**src/rtl/mem_ctrl_pkg.sv**
```systemverilog
// Shared sizing, state encoding and request types for the masked 1R1W memory controller.
package mem_ctrl_pkg;

   localparam int unsigned DEPTH  = 48;
   localparam int unsigned ADDR_W = $clog2(DEPTH);
   localparam int unsigned DATA_W = 64;
   localparam int unsigned MASK_W = 8;

   typedef enum logic {StInit, StRun} ctrl_state_e;
   typedef enum logic {ReqA, ReqB} req_sel_e;

   typedef struct packed {
      logic [ADDR_W-1:0] addr;
      logic [DATA_W-1:0] data;
      logic [MASK_W-1:0] mask;
   } wr_req_t;

endpackage

```
**src/rtl/mem_1r1w_masked_ctrl_if.sv**
```systemverilog
// Core-side bundle: two masked-write requesters, one read requester and the read response.
interface mem_1r1w_masked_ctrl_if;
   import mem_ctrl_pkg::*;

   logic              wa_valid;
   logic              wa_ready;
   logic [ADDR_W-1:0] wa_addr;
   logic [DATA_W-1:0] wa_data;
   logic [MASK_W-1:0] wa_mask;

   logic              wb_valid;
   logic              wb_ready;
   logic [ADDR_W-1:0] wb_addr;
   logic [DATA_W-1:0] wb_data;
   logic [MASK_W-1:0] wb_mask;

   logic              rd_valid;
   logic              rd_ready;
   logic [ADDR_W-1:0] rd_addr;

   logic              rsp_valid;
   logic              rsp_ready;
   logic [DATA_W-1:0] rsp_data;

   modport master (
      output wa_valid, wa_addr, wa_data, wa_mask,
      input  wa_ready,
      output wb_valid, wb_addr, wb_data, wb_mask,
      input  wb_ready,
      output rd_valid, rd_addr,
      input  rd_ready,
      input  rsp_valid, rsp_data,
      output rsp_ready
   );

   modport slave (
      input  wa_valid, wa_addr, wa_data, wa_mask,
      output wa_ready,
      input  wb_valid, wb_addr, wb_data, wb_mask,
      output wb_ready,
      input  rd_valid, rd_addr,
      output rd_ready,
      output rsp_valid, rsp_data,
      input  rsp_ready
   );

endinterface

```
**src/rtl/mem_rsp_fifo2.sv**
```systemverilog
// Two-entry valid/ready FIFO holding read responses until the core accepts them.
module mem_rsp_fifo2 #(
   parameter int unsigned DataW = 64
) (
   input  logic             clock,
   input  logic             reset_n,
   input  logic             push,
   input  logic [DataW-1:0] push_data,
   input  logic             pop,
   output logic             valid,
   output logic [DataW-1:0] head,
   output logic [1:0]       count
);

   logic [DataW-1:0] entry_q [2];
   logic             wr_ptr_q;
   logic             rd_ptr_q;
   logic [1:0]       count_q;

   always_ff @(posedge clock or negedge reset_n) begin
      if (!reset_n) begin
         entry_q[0] <= '0;
         entry_q[1] <= '0;
         wr_ptr_q   <= 1'b0;
         rd_ptr_q   <= 1'b0;
         count_q    <= 2'd0;
      end else begin
         if (push) begin
            entry_q[wr_ptr_q] <= push_data;
            wr_ptr_q          <= ~wr_ptr_q;
         end
         if (pop) begin
            rd_ptr_q <= ~rd_ptr_q;
         end
         case ({push, pop})
            2'b10:   count_q <= count_q + 2'd1;
            2'b01:   count_q <= count_q - 2'd1;
            default: count_q <= count_q;
         endcase
      end
   end

   assign valid = (count_q != 2'd0);
   assign head  = entry_q[rd_ptr_q];
   assign count = count_q;

   // Upstream credit check must keep pushes away from a full FIFO.
   assert property (@(posedge clock) disable iff (!reset_n) !(push && (count_q == 2'd2)));

endmodule

```
**src/rtl/mem_1r1w_masked_ctrl.sv**
```systemverilog
// Front-end for the 48x64 masked 1R1W macro: zeroing sweep, round-robin write arbitration
// between two requesters, and a read path returning data through a 2-entry response FIFO.
module mem_1r1w_masked_ctrl
   import mem_ctrl_pkg::*;
(
   input  logic                 clock,
   input  logic                 reset_n,
   output logic                 init_done,
   mem_1r1w_masked_ctrl_if.slave bus,
   output logic [ADDR_W-1:0]    mem_R0_addr,
   output logic                 mem_R0_en,
   input  logic [DATA_W-1:0]    mem_R0_data,
   output logic [ADDR_W-1:0]    mem_W0_addr,
   output logic                 mem_W0_en,
   output logic [DATA_W-1:0]    mem_W0_data,
   output logic [MASK_W-1:0]    mem_W0_mask
);

   ctrl_state_e       state_q;
   logic [ADDR_W-1:0] init_cnt_q;
   logic [ADDR_W-1:0] init_addr_q;
   logic              init_wen_q;
   logic              init_done_q;
   req_sel_e          rr_q;
   logic              rd_inflight_q;

   wr_req_t req_a;
   wr_req_t req_b;
   wr_req_t win;
   logic    grant_a;
   logic    grant_b;
   logic    w_hs;
   logic    rd_hs;
   logic    same_addr;
   logic    fifo_pop;
   logic [1:0] fifo_count;

   assign req_a = '{addr: bus.wa_addr, data: bus.wa_data, mask: bus.wa_mask};
   assign req_b = '{addr: bus.wb_addr, data: bus.wb_data, mask: bus.wb_mask};

   always_comb begin
      grant_a = 1'b0;
      grant_b = 1'b0;
      if (init_done_q) begin
         if (bus.wa_valid && bus.wb_valid) begin
            grant_a = (rr_q == ReqA);
            grant_b = (rr_q == ReqB);
         end else begin
            grant_a = bus.wa_valid;
            grant_b = bus.wb_valid;
         end
      end
   end

   assign w_hs        = grant_a | grant_b;
   assign win         = grant_b ? req_b : req_a;
   assign bus.wa_ready = grant_a;
   assign bus.wb_ready = grant_b;

   // Stall a read that would hit the row being written in the same cycle.
   assign same_addr    = w_hs && (win.addr == bus.rd_addr);
   assign bus.rd_ready = init_done_q && !same_addr &&
                         (({1'b0, fifo_count} + {2'b00, rd_inflight_q}) < 3'd2);
   assign rd_hs        = bus.rd_valid && bus.rd_ready;

   always_comb begin
      mem_W0_en   = init_wen_q | w_hs;
      mem_W0_addr = w_hs ? win.addr : init_addr_q;
      mem_W0_data = w_hs ? win.data : '0;
      mem_W0_mask = w_hs ? win.mask : {MASK_W{init_wen_q}};
      mem_R0_en   = rd_hs;
      mem_R0_addr = rd_hs ? bus.rd_addr : '0;
   end

   always_ff @(posedge clock or negedge reset_n) begin
      if (!reset_n) begin
         state_q       <= StInit;
         init_cnt_q    <= '0;
         init_addr_q   <= '0;
         init_wen_q    <= 1'b0;
         init_done_q   <= 1'b0;
         rr_q          <= ReqA;
         rd_inflight_q <= 1'b0;
      end else begin
         case (state_q)
            StInit: begin
               init_wen_q  <= 1'b1;
               init_addr_q <= init_cnt_q;
               init_cnt_q  <= init_cnt_q + ADDR_W'(1);
               if (init_cnt_q == ADDR_W'(DEPTH - 1)) begin
                  state_q <= StRun;
               end
            end
            StRun: begin
               init_wen_q  <= 1'b0;
               init_done_q <= 1'b1;
            end
         endcase
         if (w_hs) begin
            rr_q <= grant_a ? ReqB : ReqA;
         end
         rd_inflight_q <= rd_hs;
      end
   end

   assign init_done = init_done_q;
   assign fifo_pop  = bus.rsp_ready && bus.rsp_valid;

   mem_rsp_fifo2 #(
      .DataW (DATA_W)
   ) u_rsp_fifo (
      .clock     (clock),
      .reset_n   (reset_n),
      .push      (rd_inflight_q),
      .push_data (mem_R0_data),
      .pop       (fifo_pop),
      .valid     (bus.rsp_valid),
      .head      (bus.rsp_data),
      .count     (fifo_count)
   );

endmodule

```
**src/flat_wrapper.sv**
```systemverilog
// flat-port wrapper written by rule: the top's interface ports become plain ports
module mem_1r1w_masked_ctrl_flat import mem_ctrl_pkg::*;
  (clock, reset_n, init_done, mem_R0_addr, mem_R0_en, mem_R0_data, mem_W0_addr, mem_W0_en, mem_W0_data, mem_W0_mask, bus_wa_valid, bus_wa_addr, bus_wa_data, bus_wa_mask, bus_wa_ready, bus_wb_valid, bus_wb_addr, bus_wb_data, bus_wb_mask, bus_wb_ready, bus_rd_valid, bus_rd_addr, bus_rd_ready, bus_rsp_valid, bus_rsp_data, bus_rsp_ready);
  mem_1r1w_masked_ctrl_if bus_i ();
  input  logic clock;
  input  logic reset_n;
  output logic init_done;
  output logic [ADDR_W-1:0] mem_R0_addr;
  output logic mem_R0_en;
  input  logic [DATA_W-1:0] mem_R0_data;
  output logic [ADDR_W-1:0] mem_W0_addr;
  output logic mem_W0_en;
  output logic [DATA_W-1:0] mem_W0_data;
  output logic [MASK_W-1:0] mem_W0_mask;
  input wire logic [$bits(bus_i.wa_valid)-1:0] bus_wa_valid;
  input wire logic [$bits(bus_i.wa_addr)-1:0] bus_wa_addr;
  input wire logic [$bits(bus_i.wa_data)-1:0] bus_wa_data;
  input wire logic [$bits(bus_i.wa_mask)-1:0] bus_wa_mask;
  output wire logic [$bits(bus_i.wa_ready)-1:0] bus_wa_ready;
  input wire logic [$bits(bus_i.wb_valid)-1:0] bus_wb_valid;
  input wire logic [$bits(bus_i.wb_addr)-1:0] bus_wb_addr;
  input wire logic [$bits(bus_i.wb_data)-1:0] bus_wb_data;
  input wire logic [$bits(bus_i.wb_mask)-1:0] bus_wb_mask;
  output wire logic [$bits(bus_i.wb_ready)-1:0] bus_wb_ready;
  input wire logic [$bits(bus_i.rd_valid)-1:0] bus_rd_valid;
  input wire logic [$bits(bus_i.rd_addr)-1:0] bus_rd_addr;
  output wire logic [$bits(bus_i.rd_ready)-1:0] bus_rd_ready;
  output wire logic [$bits(bus_i.rsp_valid)-1:0] bus_rsp_valid;
  output wire logic [$bits(bus_i.rsp_data)-1:0] bus_rsp_data;
  input wire logic [$bits(bus_i.rsp_ready)-1:0] bus_rsp_ready;
  assign bus_i.wa_valid = bus_wa_valid;
  assign bus_i.wa_addr = bus_wa_addr;
  assign bus_i.wa_data = bus_wa_data;
  assign bus_i.wa_mask = bus_wa_mask;
  assign bus_wa_ready = bus_i.wa_ready;
  assign bus_i.wb_valid = bus_wb_valid;
  assign bus_i.wb_addr = bus_wb_addr;
  assign bus_i.wb_data = bus_wb_data;
  assign bus_i.wb_mask = bus_wb_mask;
  assign bus_wb_ready = bus_i.wb_ready;
  assign bus_i.rd_valid = bus_rd_valid;
  assign bus_i.rd_addr = bus_rd_addr;
  assign bus_rd_ready = bus_i.rd_ready;
  assign bus_rsp_valid = bus_i.rsp_valid;
  assign bus_rsp_data = bus_i.rsp_data;
  assign bus_i.rsp_ready = bus_rsp_ready;
  mem_1r1w_masked_ctrl u_core (.clock(clock), .reset_n(reset_n), .init_done(init_done), .bus(bus_i), .mem_R0_addr(mem_R0_addr), .mem_R0_en(mem_R0_en), .mem_R0_data(mem_R0_data), .mem_W0_addr(mem_W0_addr), .mem_W0_en(mem_W0_en), .mem_W0_data(mem_W0_data), .mem_W0_mask(mem_W0_mask));
endmodule
```
**config.mk**
```make
export PLATFORM = sky130hd
export DESIGN_NAME = mem_1r1w_masked_ctrl_flat
export DESIGN_NICKNAME = d
export VERILOG_FILES = /design/src/rtl/mem_ctrl_pkg.sv /design/src/rtl/mem_1r1w_masked_ctrl_if.sv /design/src/rtl/mem_rsp_fifo2.sv /design/src/rtl/mem_1r1w_masked_ctrl.sv /design/src/flat_wrapper.sv
export SDC_FILE = /design/constraint.sdc
export NUM_CORES = 1
export LEC_CHECK = 0
export CAP_MARGIN = 20
export CORE_AREA = 2 2 151 153
export CTS_BUF_LIST = sky130_fd_sc_hd__clkbuf_8
export DETAILED_ROUTE_END_ITERATION = 8
export DIE_AREA = 0 0 153 155
export PLACE_DENSITY = 0.72
export SLEW_MARGIN = 20
export SYNTH_ARGS = -nofsm -noshare
export SYNTH_HDL_FRONTEND = slang
export SYNTH_SLANG_ARGS = --single-unit
```
**constraint.sdc**
```tcl
create_clock -name clock -period 3.35 [get_ports clock]
set_input_delay 1.005 -clock clock [delete_from_list [all_inputs] [get_ports clock]]
set_output_delay 1.005 -clock clock [all_outputs]
set_load 0.01 [all_outputs]
```
==> summary.md <==
| Metric | Value |
|---|---|
| Result of the run | finished, violations left |
| Failing checks | negative setup slack |
| Post-synthesis sequential element count | 149 |
| Fill cell total of the finished layout | a little under 2k |
| Clock transition time at the flip-flop clock pins of the worst setup and hold paths | approximately 90 ps |
| Total gr overflow | 0 |
| Average footprint of a synthesized cell | between 10 and 15 um^2 |
| Slowest library cell on the worst path | a2111oi_4 |
| Final cycle utilization of the critical path | 1.05 |
| Gate family responsible for the most delay along the worst path | buffers and inverters |
| Critical path data required time | 2340 ps |
| Via count | roughly 7.1k |
| Kind of end point of the critical path | output pin |
| Total routing usage reported by global routing | 0.249 |
| Number of different library cells in the post-synthesis netlist | 35 |
| Yosys warning count | 0 |
| CTS root buf | clkbuf_8 |
| Starting density of the core | 0.346 |
| Final HPWL from detailed placement | approximately 23000 um |
| GP Congestion | a little under 1 |
| Total routed wirelength | between 20000 and 30000 um |
| Ports | between 300 and 400 |
| Cell area after synthesis | roughly 7700 um^2 |
| # nets final | around 1.4k |
| Transition time of the tightest slew-check pin | around 530 ps |
| Relative max-transition margin | 0.645 |
| Total number of H-tree levels | 4 |
| # placed instances | between 1k and 1.5k |
| Final setup slack of the worst path | -175 ps |
| Largest net degree at the start of global routing | 66 |
| Max incr delay on CP | approximately 400 ps |
| Core Rows | 55 |
| Top area cells in the synthesized netlist | dfrtp_1 (48%), mux2_2 (29%), nand2_1 (7.8%) |
| Core utilization of the finished layout | 0.581 |
| Count of input and output buffers | 386 |
| Maximum fanout count along the critical path | 4 |
| Number of endpoints failing setup at the final stage | 10 |
| Cell with the most instances after synthesis | mux2_2 |
| Pwr per Cell Area | 423 nW/um^2 |
| Post-synthesis async set-or-reset flop share | 1.00 |
| TritonCTS clock tree | done |
| Die outline height | between 150 and 200 um |
| Most used standard cells in the synthesized netlist | mux2_2 (198), nand2_1 (159), dfrtp_1 (149), a21oi_1 (70), clkbuf_1 (31) |
| RSZ-0062 raised after global routing | true |
| Tmin final | about 3500 ps |
| Layout overhead on the synthesized area | 67.9% |
| Number of hold violations in the final report | 0 |
| Timing-limited maximum frequency | 284 MHz |
| Average routed wire per standard cell | between 20 and 25 um |
| Count of buffer and inverter cells on the critical path | 5 |
| Worst-skew pair later-pin latency | 440 ps |
| CP dominant cell by count | buf_6 |
| Share of Yosys cell area claimed by the top area cell type | 0.485 |
| CTS Sinks | approximately 150 |
| Sequential fraction of the synthesis area | 0.485 |
| Bufs on Longest Clock Path | 2 |
| Worst-case setup slack after placement | -953 ps |
| Via count of the first global-routing pass | roughly 7.5k |
| Standby leakage power | between 0.005 and 0.006 uW |
| Layout cell share with drive strength beyond 1 | 0.341 |
| Fin. max-slew vios | 0 |
| Max_cap viols | 0 |
| Crit path arrival time | about 2500 ps |
| Num CTS Buffers | 17 |
| Top_reg_cell synth | dfrtp_1 |
| Number of flops mapped to enable cells by yosys | 0 |
| Maximum VDD drop | ~0.0004 V |
| Gate Count Post-Synth | 711 |
| DRC viols | 0 |
| Largest area contributor in the netlist | dfrtp_1 |
| Average via count per standard cell | 4.96 |
| Post-cts hold buffer count | 0 |
| Remaining number of nets flagged by the antenna check after routing | 0 |
| Die extent in x | roughly 150 um |
| Worst clock skew | between 10 and 15 ps |
| Classification of the worst setup path | in2out |
| Antenna violations before repair | 2 |
| Hold Path Class | in2async |
| Floorplan Core Area | around 22000 um^2 |
| Final cell count without fillers | 1440 |
| Critical-path cell list | buf_6, and2_4, nand2_4, inv_6, mux2i_4, a2111oi_4, buf_4, buf_6, a211oi_2, buf_2 |
| Full die area | roughly 24000 um^2 |
| Number of iterations in the first detailed-routing pass | 5 |
| Total power draw | roughly 5500 uW |
| Kind of launch point of the worst setup path | input pin |
| Wire length of the first global-routing pass | between 40000 and 50000 um |
| Initial detailed-routing violation count | 540 |
| Number of nets produced by synthesis | between 900 and 1k |
-- flip-flops by register name (all words and copies together), names as in the netlist --
name and count:
u_core.rd_inflight_q 1, u_core.state_q 1, u_core.u_rsp_fifo.count 2, u_core.rr_q 1, u_core.u_rsp_fifo.wr_ptr_q 1, u_core.u_rsp_fifo.entry_q 128
u_core.init_done 1, u_core.u_rsp_fifo.rd_ptr_q 1, u_core.init_wen_q 1, u_core.init_addr_q 6, u_core.init_cnt_q 6
-- cell usage in the layout (no fill, tap or decap), drive strengths merged, types with 3 or more instances in the layout --
cell type / n
a211oi: 3
a21boi: 3
a21o: 3
a21oi: 70
a31oi: 13
and2: 3
buf: 93
clkbuf: 35
clkdlybuf4s15: 16
clkdlybuf4s50: 280
clkinv: 4
clkinvlp: 3
dfrtp: 149
dlygate4sd2: 39
dlymetal6s2s: 10
inv: 15
mux2: 198
nand2: 160
nand3: 9
nor2: 11
nor2b: 3
o21ai: 5
xnor2: 10
xor2: 4
-- path summary, 6_finish.rpt --
check | slack (ps) | depth (start not counted) | end | startpoint
max in group asynchronous | 2110 | 2 | u_core.u_rsp_fifo.entry_q[39] | reset_n
min | 500 | 1 | u_core.u_rsp_fifo.entry_q[22] | reset_n
min reg2reg | 500 | 1 | u_core.init_cnt_q[5] | u_core.init_cnt_q[5]
max | -180 | 10 | mem_R0_addr[3] | bus_wb_valid
min in group clock | 500 | 1 | u_core.init_cnt_q[5] | u_core.init_cnt_q[5]
max reg2reg | 1320 | 9 | u_core.rd_inflight_q | u_core.rr_q
-- per-stage QoR --
stage / area (um^2) / hold slack, ps / setup TNS [ps]
after floorplan: 7690 / 450 / 0
after global placement: 12300 / 476 / -54490
after detailed placement: 12300 / 472 / -57160
after CTS: 12800 / 492 / -1850
after global routing: 12900 / 515 / -1630
final: 12900 / 499 / -1190
-- routing by layer --
layer	vias up	GRT usage	routed length, um
li1	3328	-	-
met1	3501	0.347	13400
met2	286	0.394	13800
met3	30	0.0652	2070
met4	2	0.0538	446
met5	-	0	13
-- area by class of cell --
type                       instances  area [um^2]  area share
tap                              285          357      0.0276
antenna                            1         2.50    0.000194
timing repair buffer             455         4360       0.338
clock inverter                    14          151      0.0117
multi-input combinational        508         4030       0.312
clock buffer                      18          248      0.0192
sequential                       149         3730       0.289
inverter                          10         42.5     0.00329
-- kinds of logic after synthesis --
| kind of cell | count (synthesis) | synth area share |
|---|---|---|
| buffers and inverters | 54 | 0.0278 |
| XOR/XNOR | 14 | 0.0159 |
| flip-flops | 149 | 0.485 |
| AO/OA/AOI/OAI | 105 | 0.0803 |
| adder cells (fa/ha/maj) | 2 | 0.00325 |
| AND/OR/NAND/NOR | 188 | 0.0971 |
| multiplexers | 199 | 0.291 |
-- power breakdown --
| part | switching (uW) | internal, uW |
|---|---|---|
| Clock | 717 | 687 |
| Combinational | 935 | 1230 |
| Sequential | 37.8 | 1860 |
| Total | 1690 | 3780 |
-- repair_timing --
item                       4_1_cts  5_1_grt
gates cloned                     1        0
buffers inserted                 6        6
resized for setup              222       74
pin swaps                       16       10
setup endpoints to repair       89       50
-- worst register-to-register path: stages, from the launching register on --
cell and delay [ps]:
dfrtp_1 450, nand2b_4 180, nand2_4 80, buf_6 130
o211a_1 230, a2111oi_4 320, buf_4 210, buf_6 110
a21oi_2 50, buf_4 150
(Power assumes the default switching activity.)
